--- src/rtl/layer_seq_ctrl.sv ---
// layer_seq_ctrl: walks frames x layers over a small descriptor table.
//
// Each (frame, layer) pair gets one descriptor over ctrl_valid/ctrl_ready.
// The controller then waits for the ctrl_finish pulse before issuing the next
// pair. The first frame always runs dense. Later frames run differential
// wherever the entry's diff_en bit is set.
//
// Ports
//   clk, rst          clock, synchronous active-high reset
//   cfg_we/addr/wdata descriptor table write (IDLE only), wdata packed as
//                     {diff_en, kernel_mode, co, c, h, w}
//   start             one-cycle run request; layer_num/frame_num sampled here
//   abort             finish the current layer, then stop
//   busy/done         status; done is a one-cycle end-of-run pulse
//   desc_err          sticky: a descriptor with a zero dimension was skipped
//   layer_idx/frame_idx current position in the walk
//   ctrl_*            descriptor handshake and layer-complete pulse
//   *_o               registered descriptor fields and flags
module layer_seq_ctrl #(
  parameter int unsigned LAYER_MAX = 8,
  parameter int unsigned LW        = 3
) (
  input  logic            clk,
  input  logic            rst,
  input  logic            cfg_we,
  input  logic [LW-1:0]   cfg_addr,
  input  logic [33:0]     cfg_wdata,
  input  logic            start,
  input  logic [LW:0]     layer_num,
  input  logic [7:0]      frame_num,
  input  logic            abort,
  output logic            busy,
  output logic            done,
  output logic            desc_err,
  output logic [LW-1:0]   layer_idx,
  output logic [7:0]      frame_idx,
  output logic            ctrl_valid,
  input  logic            ctrl_ready,
  input  logic            ctrl_finish,
  output logic [7:0]      w_num_o,
  output logic [7:0]      h_num_o,
  output logic [7:0]      c_num_o,
  output logic [7:0]      co_num_o,
  output logic            kernel_mode_o,
  output logic            bit_mode_o,
  output logic            is_diff_o,
  output logic            is_first_o
);

  localparam int unsigned CW = LW + 1;

  typedef enum logic [2:0] {StIdle, StLoad, StIssue, StWait, StDone} state_e;

  state_e        state_q, state_d;
  logic [LW:0]   layer_num_q, layer_num_d;
  logic [7:0]    frame_num_q, frame_num_d;
  logic [LW-1:0] layer_idx_q, layer_idx_d;
  logic [7:0]    frame_idx_q, frame_idx_d;
  logic          abort_q, abort_d;
  logic          desc_err_q, desc_err_d;
  logic [7:0]    w_q, w_d, h_q, h_d, c_q, c_d, co_q, co_d;
  logic          kmode_q, kmode_d, diff_q, diff_d, first_q, first_d;
  logic          valid_q, valid_d, busy_q, busy_d, done_q, done_d;

  // Descriptor table is deliberately left out of reset so a restart after
  // rst reuses the previously written entries.
  logic [33:0]   tbl_q [LAYER_MAX];
  logic [33:0]   entry;

  logic [LW:0]   layer_last;
  logic          last_layer, last_frame, run_done, zero_dim;
  logic [LW-1:0] adv_layer;
  logic [7:0]    adv_frame;

  always_ff @(posedge clk) begin
    if (cfg_we && (state_q == StIdle)) begin
      tbl_q[cfg_addr] <= cfg_wdata;
    end
  end

  assign entry      = tbl_q[layer_idx_q];
  assign zero_dim   = (entry[7:0] == 8'd0) || (entry[15:8] == 8'd0) ||
                      (entry[23:16] == 8'd0) || (entry[31:24] == 8'd0);
  assign layer_last = layer_num_q - CW'(1);
  assign last_layer = ({1'b0, layer_idx_q} == layer_last);
  assign last_frame = (frame_idx_q == (frame_num_q - 8'd1));
  assign run_done   = last_layer && last_frame;

  // Index advance shared by the skip path in LOAD and by finish in WAIT.
  always_comb begin
    adv_layer = layer_idx_q + LW'(1);
    adv_frame = frame_idx_q;
    if (last_layer) begin
      adv_layer = '0;
      adv_frame = frame_idx_q + 8'd1;
    end
  end

  always_comb begin
    state_d     = state_q;
    layer_num_d = layer_num_q;
    frame_num_d = frame_num_q;
    layer_idx_d = layer_idx_q;
    frame_idx_d = frame_idx_q;
    desc_err_d  = desc_err_q;
    abort_d     = abort_q | (abort && (state_q != StIdle));
    w_d         = w_q;
    h_d         = h_q;
    c_d         = c_q;
    co_d        = co_q;
    kmode_d     = kmode_q;
    diff_d      = diff_q;
    first_d     = first_q;

    unique case (state_q)
      StIdle: begin
        if (start) begin
          layer_num_d = layer_num;
          frame_num_d = frame_num;
          layer_idx_d = '0;
          frame_idx_d = '0;
          desc_err_d  = 1'b0;
          abort_d     = 1'b0;
          state_d     = ((layer_num == '0) || (frame_num == 8'd0)) ? StDone : StLoad;
        end
      end
      StLoad: begin
        if (abort || abort_q) begin
          state_d = StDone;
        end else if (zero_dim) begin
          desc_err_d  = 1'b1;
          layer_idx_d = adv_layer;
          frame_idx_d = adv_frame;
          if (run_done) state_d = StDone;
        end else begin
          w_d     = entry[7:0];
          h_d     = entry[15:8];
          c_d     = entry[23:16];
          co_d    = entry[31:24];
          kmode_d = entry[32];
          diff_d  = entry[33] && (frame_idx_q != 8'd0);
          first_d = (frame_idx_q == 8'd0);
          state_d = StIssue;
        end
      end
      StIssue: begin
        // A handshake in the same cycle as abort still completes the layer.
        if (ctrl_ready) begin
          state_d = StWait;
        end else if (abort || abort_q) begin
          state_d = StDone;
        end
      end
      StWait: begin
        if (ctrl_finish) begin
          layer_idx_d = adv_layer;
          frame_idx_d = adv_frame;
          state_d     = (run_done || abort_d) ? StDone : StLoad;
        end
      end
      StDone: begin
        state_d = StIdle;
      end
      default: begin
        state_d = StIdle;
      end
    endcase

    valid_d = (state_d == StIssue);
    busy_d  = (state_d != StIdle);
    done_d  = (state_d == StDone);
  end

  always_ff @(posedge clk) begin
    if (rst) begin
      state_q     <= StIdle;
      layer_num_q <= '0;
      frame_num_q <= '0;
      layer_idx_q <= '0;
      frame_idx_q <= '0;
      abort_q     <= 1'b0;
      desc_err_q  <= 1'b0;
      w_q         <= '0;
      h_q         <= '0;
      c_q         <= '0;
      co_q        <= '0;
      kmode_q     <= 1'b0;
      diff_q      <= 1'b0;
      first_q     <= 1'b0;
      valid_q     <= 1'b0;
      busy_q      <= 1'b0;
      done_q      <= 1'b0;
    end else begin
      state_q     <= state_d;
      layer_num_q <= layer_num_d;
      frame_num_q <= frame_num_d;
      layer_idx_q <= layer_idx_d;
      frame_idx_q <= frame_idx_d;
      abort_q     <= abort_d;
      desc_err_q  <= desc_err_d;
      w_q         <= w_d;
      h_q         <= h_d;
      c_q         <= c_d;
      co_q        <= co_d;
      kmode_q     <= kmode_d;
      diff_q      <= diff_d;
      first_q     <= first_d;
      valid_q     <= valid_d;
      busy_q      <= busy_d;
      done_q      <= done_d;
    end
  end

  assign busy          = busy_q;
  assign done          = done_q;
  assign desc_err      = desc_err_q;
  assign layer_idx     = layer_idx_q;
  assign frame_idx     = frame_idx_q;
  assign ctrl_valid    = valid_q;
  assign w_num_o       = w_q;
  assign h_num_o       = h_q;
  assign c_num_o       = c_q;
  assign co_num_o      = co_q;
  assign kernel_mode_o = kmode_q;
  assign bit_mode_o    = 1'b0;
  assign is_diff_o     = diff_q;
  assign is_first_o    = first_q;

endmodule

--- config.mk ---
export PLATFORM = sky130hd
export DESIGN_NAME = layer_seq_ctrl
export DESIGN_NICKNAME = d
export VERILOG_FILES = /design/src/rtl/layer_seq_ctrl.sv
export SDC_FILE = /design/constraint.sdc
export NUM_CORES = 1
export LEC_CHECK = 0
export ABC_CLOCK_PERIOD_IN_PS = 5850
export CORE_MARGIN = 2
export CORE_UTILIZATION = 50
export DETAILED_ROUTE_END_ITERATION = 6
export PLACE_DENSITY = 0.67
export SYNTH_ARGS = -nofsm -noshare
export SYNTH_HDL_FRONTEND = slang
export SYNTH_SLANG_ARGS = --single-unit
--- constraint.sdc ---
create_clock -name clk -period 5.85 [get_ports clk]
set_clock_uncertainty 0.15 [all_clocks]
set_input_delay 0.8775 -clock clk [delete_from_list [all_inputs] [get_ports clk]]
set_output_delay 0.8775 -clock clk [all_outputs]
set_load 0.02 [all_outputs]
==> out/summary.txt, run 1 <==
Final Hold Vio Count - 0
Top-count cell post-synth - edfxtp_1
First-pass GRT wire length - 48.1 mm
Final setup viols - 0
Worst Path Arrival - 4670 ps
H-tree Lvls - 2
Syn_area_per_cell - 15.8 um^2
Setup crit end kind - flop
Max-Cap Viols - 0
Syn Inst Count - 910
Port buffer count - 105
Via Count - 8244
WL final - 31.2 mm
ANT cells - 0
Ys async rst share - 0%
Clk_lat worst skew - 510 ps
Pin count of the biggest net entering global routing - 62
Hold Path Stages - 2
Worst-margin pin slew - 1030 ps
Row count - 62
Post-Syn Nets - 971
HP Start - is_diff_o
Drt initial violations - 640
Register bit count reported by yosys - 341
Drt wl/cell - 21.6 um
Vias per inst - 5.73
Layout filler cell count - 2163
Top-level I/O count - 107
Crit Path Class - reg2reg
Syn Std Cell Area - 14400 um^2
Reg-to-reg slack, setup - 1460 ps
Multi-input gate area - 4550 um^2
Top-area cell type share of the netlist area - 56.9%
Die width - 173 um
Layout cell share with drive strength beyond 1 - 20.1%
Area contributors post-synth - edfxtp_1 (57%), dfxtp_1 (9.6%), mux4_2 (9.6%)
Reg clk slew, reported paths - 60 ps
DPL Wire Length - 19.4 mm
Register-to-Register Path Depth - 9
DRC violations left - 0
Yosys warnings - 0
Status - finished, final reports clean
WHS Endpoint - is_diff_o
Setup TNS - 0 ps
Slew headroom - 31.4%
Grt total ovfl - 0
RSZ-0062 raised after global routing - no
Max-slew violations - 0
Cell variety after synth - 59
Hold_buf cts - 0
Register area share after synthesis - 66.5%
CP Max Fanout - 33
Fin crit share - 75.0%
Hold/Removal Path Class - reg2reg
Initial DRT Pass Iterations - 4
CTS max path bufs - 3
CTS resizes - 0
Vias in the first global route - 8250
Synth cell count leaders - edfxtp_1 (272), nor2_1 (112), dfxtp_1 (69)
Worst flop-to-flop path endpoint - is_diff_o
Most used flip-flop cell after synthesis - edfxtp_1
Inst Count DP - 1372
Critical path launch point type - flop
Total CTS buffers - 37
All-Layer GR Usage - 20.8%
Final Critical Period - 4390 ps
Cell taking the most area after synthesis - edfxtp_1
Post-CTS setup buffer count - 0
Worst Path Required - 6130 ps
NumNets Final - 1088
Pwr Density - 314 nW/um^2
Antenna viol nets, final - 0
TritonCTS clock tree - built
Number of synthesized flops with an enable pin - 272
Die Area - 30100 um^2
Post-route insts no fill - 1440
Starting Density - 50.4%
Die H - 173 um
Register area - 9560 um^2
LEAKAGE - 5.74 nW
VDD IR max - 0.182 mV
Clock sinks - 341
Syn-to-layout area delta - 19.1%
GP Congestion - 0.784
Root buf cell - clkbuf_16
Antenna violations before repair - 0
CORE AREA - 28500 um^2
Fmax - 228 MHz
[layout make-up]
class | instances | share of cell area (%)
Inverter | 15 | 0.330
Multi-Input combinational cell | 509 | 26.6
Tap cell | 384 | 2.81
Clock buffer | 61 | 6.90
Sequential cell | 341 | 55.9
Clock inverter | 7 | 0.410
Timing Repair Buffer | 123 | 6.99
[critical path: stages (launching register included)]
cell	delay [ps]
dfxtp_4	750
buf_12	300
nand2b_1	400
nor3_1	120
o32a_1	450
a21oi_1	380
nand3_2	710
buf_4	500
or3_1	390
a21oi_1	130
[per-layer routing]
metal | part of all wire, % | global-route usage (%) | vias up
met4 | 2.1 | 5.16 | 0
met2 | 48 | 34.1 | 217
met3 | 4.8 | 3.31 | 54
met1 | 45 | 29.4 | 4186
met5 | 0 | 0 | -
li1 | - | - | 3787
[worst max-delay path by stage]
stage | end | slack (ps) | depth (start not counted)
after floorplan | tbl_q[0][0] | 1800 | 2
after global placement | is_diff_o | 1450 | 9
after detailed placement | is_diff_o | 1460 | 9
after CTS | is_diff_o | 1420 | 9
after global routing | is_diff_o | 1230 | 9
final | is_diff_o | 1460 | 9
[sequential cells by signal, summed over array words and instances (netlist names), named ones only]
register	count
abort_q	1
busy	1
c_num_o	8
co_num_o	8
ctrl_valid	1
desc_err	1
done	1
frame_idx	8
frame_num_q	8
h_num_o	8
is_diff_o	1
is_first_o	1
kernel_mode_o	1
layer_idx	3
layer_num_q	4
state_q	3
tbl_q	272
w_num_o	8
[layout by cell type, fill, tap and decap left out, types with 7 or more instances in the layout]
cell type          n
a21oi_1           33
buf_4             17
clkbuf_1          11
clkbuf_16         40
clkbuf_8          10
clkdlybuf4s50_1  104
dfxtp_1           66
edfxtp_1         272
inv_1             15
mux2_2            50
mux2i_1           42
mux4_1             9
mux4_2            61
nand2_1           49
nand2b_1          11
nand3_1           12
nor2_1           106
nor3_1            18
nor4_1             7
xor2_1             9
[where the power goes]
part / internal, mW / switching [mW]
clock: 1.42 / 0.892
sequential: 2.68 / 0.0341
combinational: 0.143 / 0.192
[logic make-up after synthesis]
group,Yosys count,share of synthesized area (%)
muxes,162,18.1
DFF,341,66.5
buffers and inverters,60,2.19
other,1,0.0261
adders and majority gates,5,0.436
xor gates and xnor gates,15,0.915
and+or+nand+nor,245,7.93
AOI/OAI and AO/OA,81,3.90
[through the flow]
step | instance area, um^2 | hold WS [ps] | setup slack, ps | utilization, % | total power [mW]
3_3_place_gp | 15800 | 311 | 1450 | 55.6 | 3.10
6_report | 17100 | 304 | 1460 | 60.0 | 5.37
2_1_floorplan | 14400 | 298 | 1800 | - | 2.95
5_1_grt | 17100 | 332 | 1230 | 60.0 | 5.55
3_5_place_dp | 15800 | 304 | 1460 | 55.6 | 3.10
4_1_cts | 17100 | 311 | 1420 | 60.0 | 5.42
Note: power is estimated with default switching activity, not from simulation.
==> run 2: changes to the inputs <==
ABC_CLOCK_PERIOD_IN_PS = 4300   (was 5850)
clock period = 4.3 ns   (was 5.85 ns; I/O delays follow)
==> run 2 against run 1 <==
Against the previous run:
- via count grew 1.5%
- fmax grew 26%
- critical path type unchanged
- setup slack lost 650 ps
- critical endpoint is now frame_idx[1]
==> out/summary.txt, run 2 (synthesized netlist as in run 1, its figures left out) <==
Hold/Removal Path Class - reg2reg
Hold_buf cts - 0
Die H - 173 um
CTS max path bufs - 3
Hold Path Stages - 2
Worst Slack Setup Final - 813 ps
Max reg flops - 272
GP Congestion - 0.837
Antenna viol nets, final - 0
Fin crit share - 81.1%
Pin count of the biggest net entering global routing - 39
Inst Count DP - 1380
Post-CTS setup buffer count - 0
Power Total - 7.24 mW
H-tree Lvls - 2
DRC violations left - 0
Worst Path Required - 4550 ps
Max-Cap Viols - 0
Status - finished, final reports clean
Total CTS buffers - 37
Critical path launch point type - flop
Comb power frac - 6.3%
Final Critical Period - 3490 ps
HP Start - is_diff_o
Register-to-Register Path Depth - 8
Vias per inst - 5.78
CORE AREA - 28500 um^2
Internal - 5.70 mW
Root buf cell - clkbuf_16
Clk_lat worst skew - 520 ps
LEAKAGE - 5.75 nW
Drt initial violations - 711
Reg-to-reg slack, setup - 810 ps
Most frequent cells in the layout - edfxtp_1 (272), nor2_1 (106), clkdlybuf4s50_1 (104)
Syn-to-layout area delta - 19.2%
Max-slew violations - 0
Fmax - 287 MHz
Clock sinks - 341
DPL Wire Length - 19.9 mm
Reg clk slew, reported paths - 60 ps
NumNets Final - 1096
Dpl ws - 861 ps
Most common cell after layout, fill and taps aside - edfxtp_1
Initial DRT Pass Iterations - 5
Crit Path Class - reg2reg
Post-route insts no fill - 1447
Pwr Density - 423 nW/um^2
First-pass GRT wire length - 49.9 mm
P_sw - 1.54 mW
Port buffer count - 105
Hold Slack - 306 ps
Final setup viols - 0
Worst Path Arrival - 3740 ps
Worst-margin pin slew - 728 ps
Antenna violations before repair - 0
CP Max Fanout - 31
CTS resizes - 0
Drt wl/cell - 22.2 um
VDD IR max - 0.248 mV
Seq pwr share - 51.0%
Setup TNS - 0 ps
Die width - 173 um
Setup crit end kind - flop
All-Layer GR Usage - 21.7%
Via Count - 8369
Clock share of power - 42.6%
Final Hold Vio Count - 0
Die Area - 30100 um^2
Grt total ovfl - 0
ANT cells - 0
Layout cell share with drive strength beyond 1 - 19.9%
Slew headroom - 51.2%
WL final - 32.1 mm
Starting Density - 50.4%
Row count - 62
TritonCTS clock tree - built
Top-level I/O count - 107
Vias in the first global route - 8658
Switching Share - 21.2%
Most flops, register - tbl_q
RSZ-0062 raised after global routing - no
## run 2: path summary, 6_finish.rpt
path / to
min: is_diff_o
max: frame_idx[1]
min reg2reg: is_diff_o
max reg2reg: frame_idx[1]
## run 2: power groups by stage
stage	registers, mW	logic, mW	clock network, mW
detailed placement	3.76	0.460	0
global route	3.70	0.501	3.28
CTS	3.69	0.463	3.15
floorplan	3.77	0.248	0
finish	3.69	0.459	3.09
global placement	3.76	0.453	0
## run 2: metal layers
layer	share of wire, %	vias to the layer above	wire length, um	global-route usage [%]
li1	-	3790	-	-
met1	42	4203	13500	29.3
met2	48	306	15600	35.7
met3	6.0	70	1920	3.66
met4	3.4	0	1100	8.12
met5	0	-	0	0
## run 2: final cells by class
cell class,count,area (um^2)
multi-input combinational,509,4550
inverter,15,56.3
clock inverter,16,158
timing repair buffer,131,1280
tap,384,480
fill,2149,11400
clock buffer,51,1030
sequential,341,9560
## run 2: critical path, cell delays in order (launching register included)
cell and delay (ps):
dfxtp_4 680, buf_12 300, nand2b_1 380, nor3_1 140, o32a_1 450, a21oi_1 330, nand3_1 380, and4_1 340
a31o_2 210
## run 2: through the flow
step | area (um^2) | util (%)
floorplan | 14400 | -
global placement | 15900 | 55.9
detailed placement | 15900 | 55.9
CTS | 17100 | 60.1
global route | 17100 | 60.1
finish | 17100 | 60.1
==> run 3: changes to the inputs <==
ABC_CLOCK_PERIOD_IN_PS = 2900   (was 4300)
PLACE_DENSITY = 0.7   (was 0.67)
clock period = 2.9 ns   (was 4.3 ns; I/O delays follow)
==> run 3 against run 2 <==
Against the previous run:
- the run now ends with negative setup slack left
- register-to-register slack lost 830 ps
- flip-flop and latch count is the same
- design area grew 5.8%
- total power grew 52%
- largest cell class unchanged
==> out/summary.txt, run 3 (synthesized netlist as in run 1, its figures left out) <==
NumNets Final - 1158
Top delay family on crit path - simple AND/OR/NAND/NOR gates
Pwr Density - 609 nW/um^2
Critical path launch point type - flop
WL final - 33.2 mm
Vias per inst - 5.73
Die Area - 30100 um^2
Antenna violations before repair - 2
Worst Path Arrival - 3200 ps
Slew headroom - 60.5%
Die width - 173 um
Initial DRT Pass Iterations - 5
Vias in the first global route - 8943
GP Congestion - 0.845
Worst-margin pin slew - 585 ps
Final Critical Period - 2910 ps
Pin count of the biggest net entering global routing - 41
CP bufs+invs - 3
Port buffer count - 105
Dpl ws - -190 ps
Register-to-Register Path Depth - 11
Setup crit end kind - flop
CP Max Fanout - 7
Failing checks - negative setup slack
Status - finished with violations
VDD IR max - 0.401 mV
RSZ-0062 raised after global routing - yes
Hold Path Stages - 2
Reg clk slew, reported paths - 60 ps
Inst Count DP - 1425
Row count - 62
First-pass GRT wire length - 50.8 mm
Register area - 9560 um^2
Fin crit share - 100%
Cell mode on critical path - buf_4
LEAKAGE - 6.20 nW
Die H - 173 um
Syn-to-layout area delta - 26.1%
Worst Path Required - 3190 ps
Most flops, register - tbl_q
Slowest Stage Delay on Critical Path - 550 ps
CTS max path bufs - 3
Total CTS buffers - 36
Top-level I/O count - 107
Worst Slack Setup Final - -13.0 ps
WP depth - 11
Hold/Removal Path Class - in2reg
Most common cell after layout, fill and taps aside - edfxtp_1
Layout filler cell count - 2042
Drt wl/cell - 22.0 um
CORE AREA - 28500 um^2
Root buf cell - clkbuf_16
Setup TNS - -19.3 ps
H-tree Lvls - 2
Most frequent cells in the layout - edfxtp_1 (272), nor2_1 (105), clkdlybuf4s50_1 (104)
Max-Cap Viols - 0
Max-slew violations - 0
Final Core Density - 63.6%
Clock sinks - 341
Clk_lat worst skew - 520 ps
Post-route insts no fill - 1511
Layout cell share with drive strength beyond 1 - 28.0%
Via Count - 8661
Multi-input gate area - 4740 um^2
Reg-to-reg slack, setup - -10 ps
Grt total ovfl - 0
CP max-delay cell - mux4_1
DPL Wire Length - 20.4 mm
TritonCTS clock tree - built
Antenna viol nets, final - 0
Starting Density - 50.4%
Drt initial violations - 824
CP Cell Sequence - buf_12, buf_4, mux4_1, nand2b_1, nand2_2, nor4_4, buf_4, a21o_4, o31ai_4, or4_4, a21oi_2
DRC violations left - 0
Final Hold Vio Count - 0
All-Layer GR Usage - 22.1%
Max reg flops - 272
Final setup viols - 2
Crit Path Class - reg2reg
Fmax - 343 MHz
==> run 3: worst reg2reg max path: stages (launching register included) <==
cell	delay, ps
dfxtp_4	370
buf_12	140
buf_4	140
mux4_1	550
nand2b_1	110
nand2_2	90
nor4_4	260
buf_4	170
a21o_4	140
o31ai_4	80
or4_4	500
a21oi_2	150
==> run 3: worst min-delay path by stage <==
stage	startpoint	end	slack, ps
after floorplan	frame_num_q[7]	frame_num_q[7]	300
after global placement	is_diff_o	is_diff_o	300
after detailed placement	is_diff_o	is_diff_o	310
after CTS	rst	w_num_o[4]	260
after global routing	rst	h_num_o[7]	270
final	rst	is_first_o	270
==> run 3: final cells by class <==
class                           instances  share of cell area, %
Clock buffer                           42                   5.22
Timing Repair Buffer                  194                   11.1
Clock inverter                         24                   1.65
Inverter                               15                  0.311
Tap cell                              384                   2.66
Antenna cell                            2                 0.0277
Multi-Input combinational cell        509                   26.2
Sequential cell                       341                   52.8
==> run 3: per-layer routing <==
layer  up-vias  wire (um)  GRT usage (%)
met3        57       2330           3.99
met2       343      16400           37.0
met5         -          0              0
met4         0        892           7.52
li1       3913          -              -
met1      4348      13600           29.4
==> run 3: power breakdown <==
part / switching [mW] / internal, mW / total, mW
Combinational: 0.428 / 0.355 / 0.783
Sequential: 0.0642 / 5.40 / 5.47
Clock: 1.88 / 2.90 / 4.77
==> run 3: timing repair <==
| action | 4_1_cts | 5_1_grt |
|---|---|---|
| pin swaps | 9 | 15 |
| endpoints found under the setup margin | 50 | 52 |
| setup buffers | 11 | 5 |
| hold buffers | 0 | 0 |
| cloned | 1 | 1 |
| resized for setup | 23 | 31 |
==> run 3: per-stage QoR <==
step	hold WS, ps	total power, mW	instance area (um^2)
6_report	265	11.0	18100
5_1_grt	270	11.4	18100
4_1_cts	260	11.1	17900
3_5_place_dp	307	6.31	16400
3_3_place_gp	297	6.30	16400
2_1_floorplan	298	5.95	14400
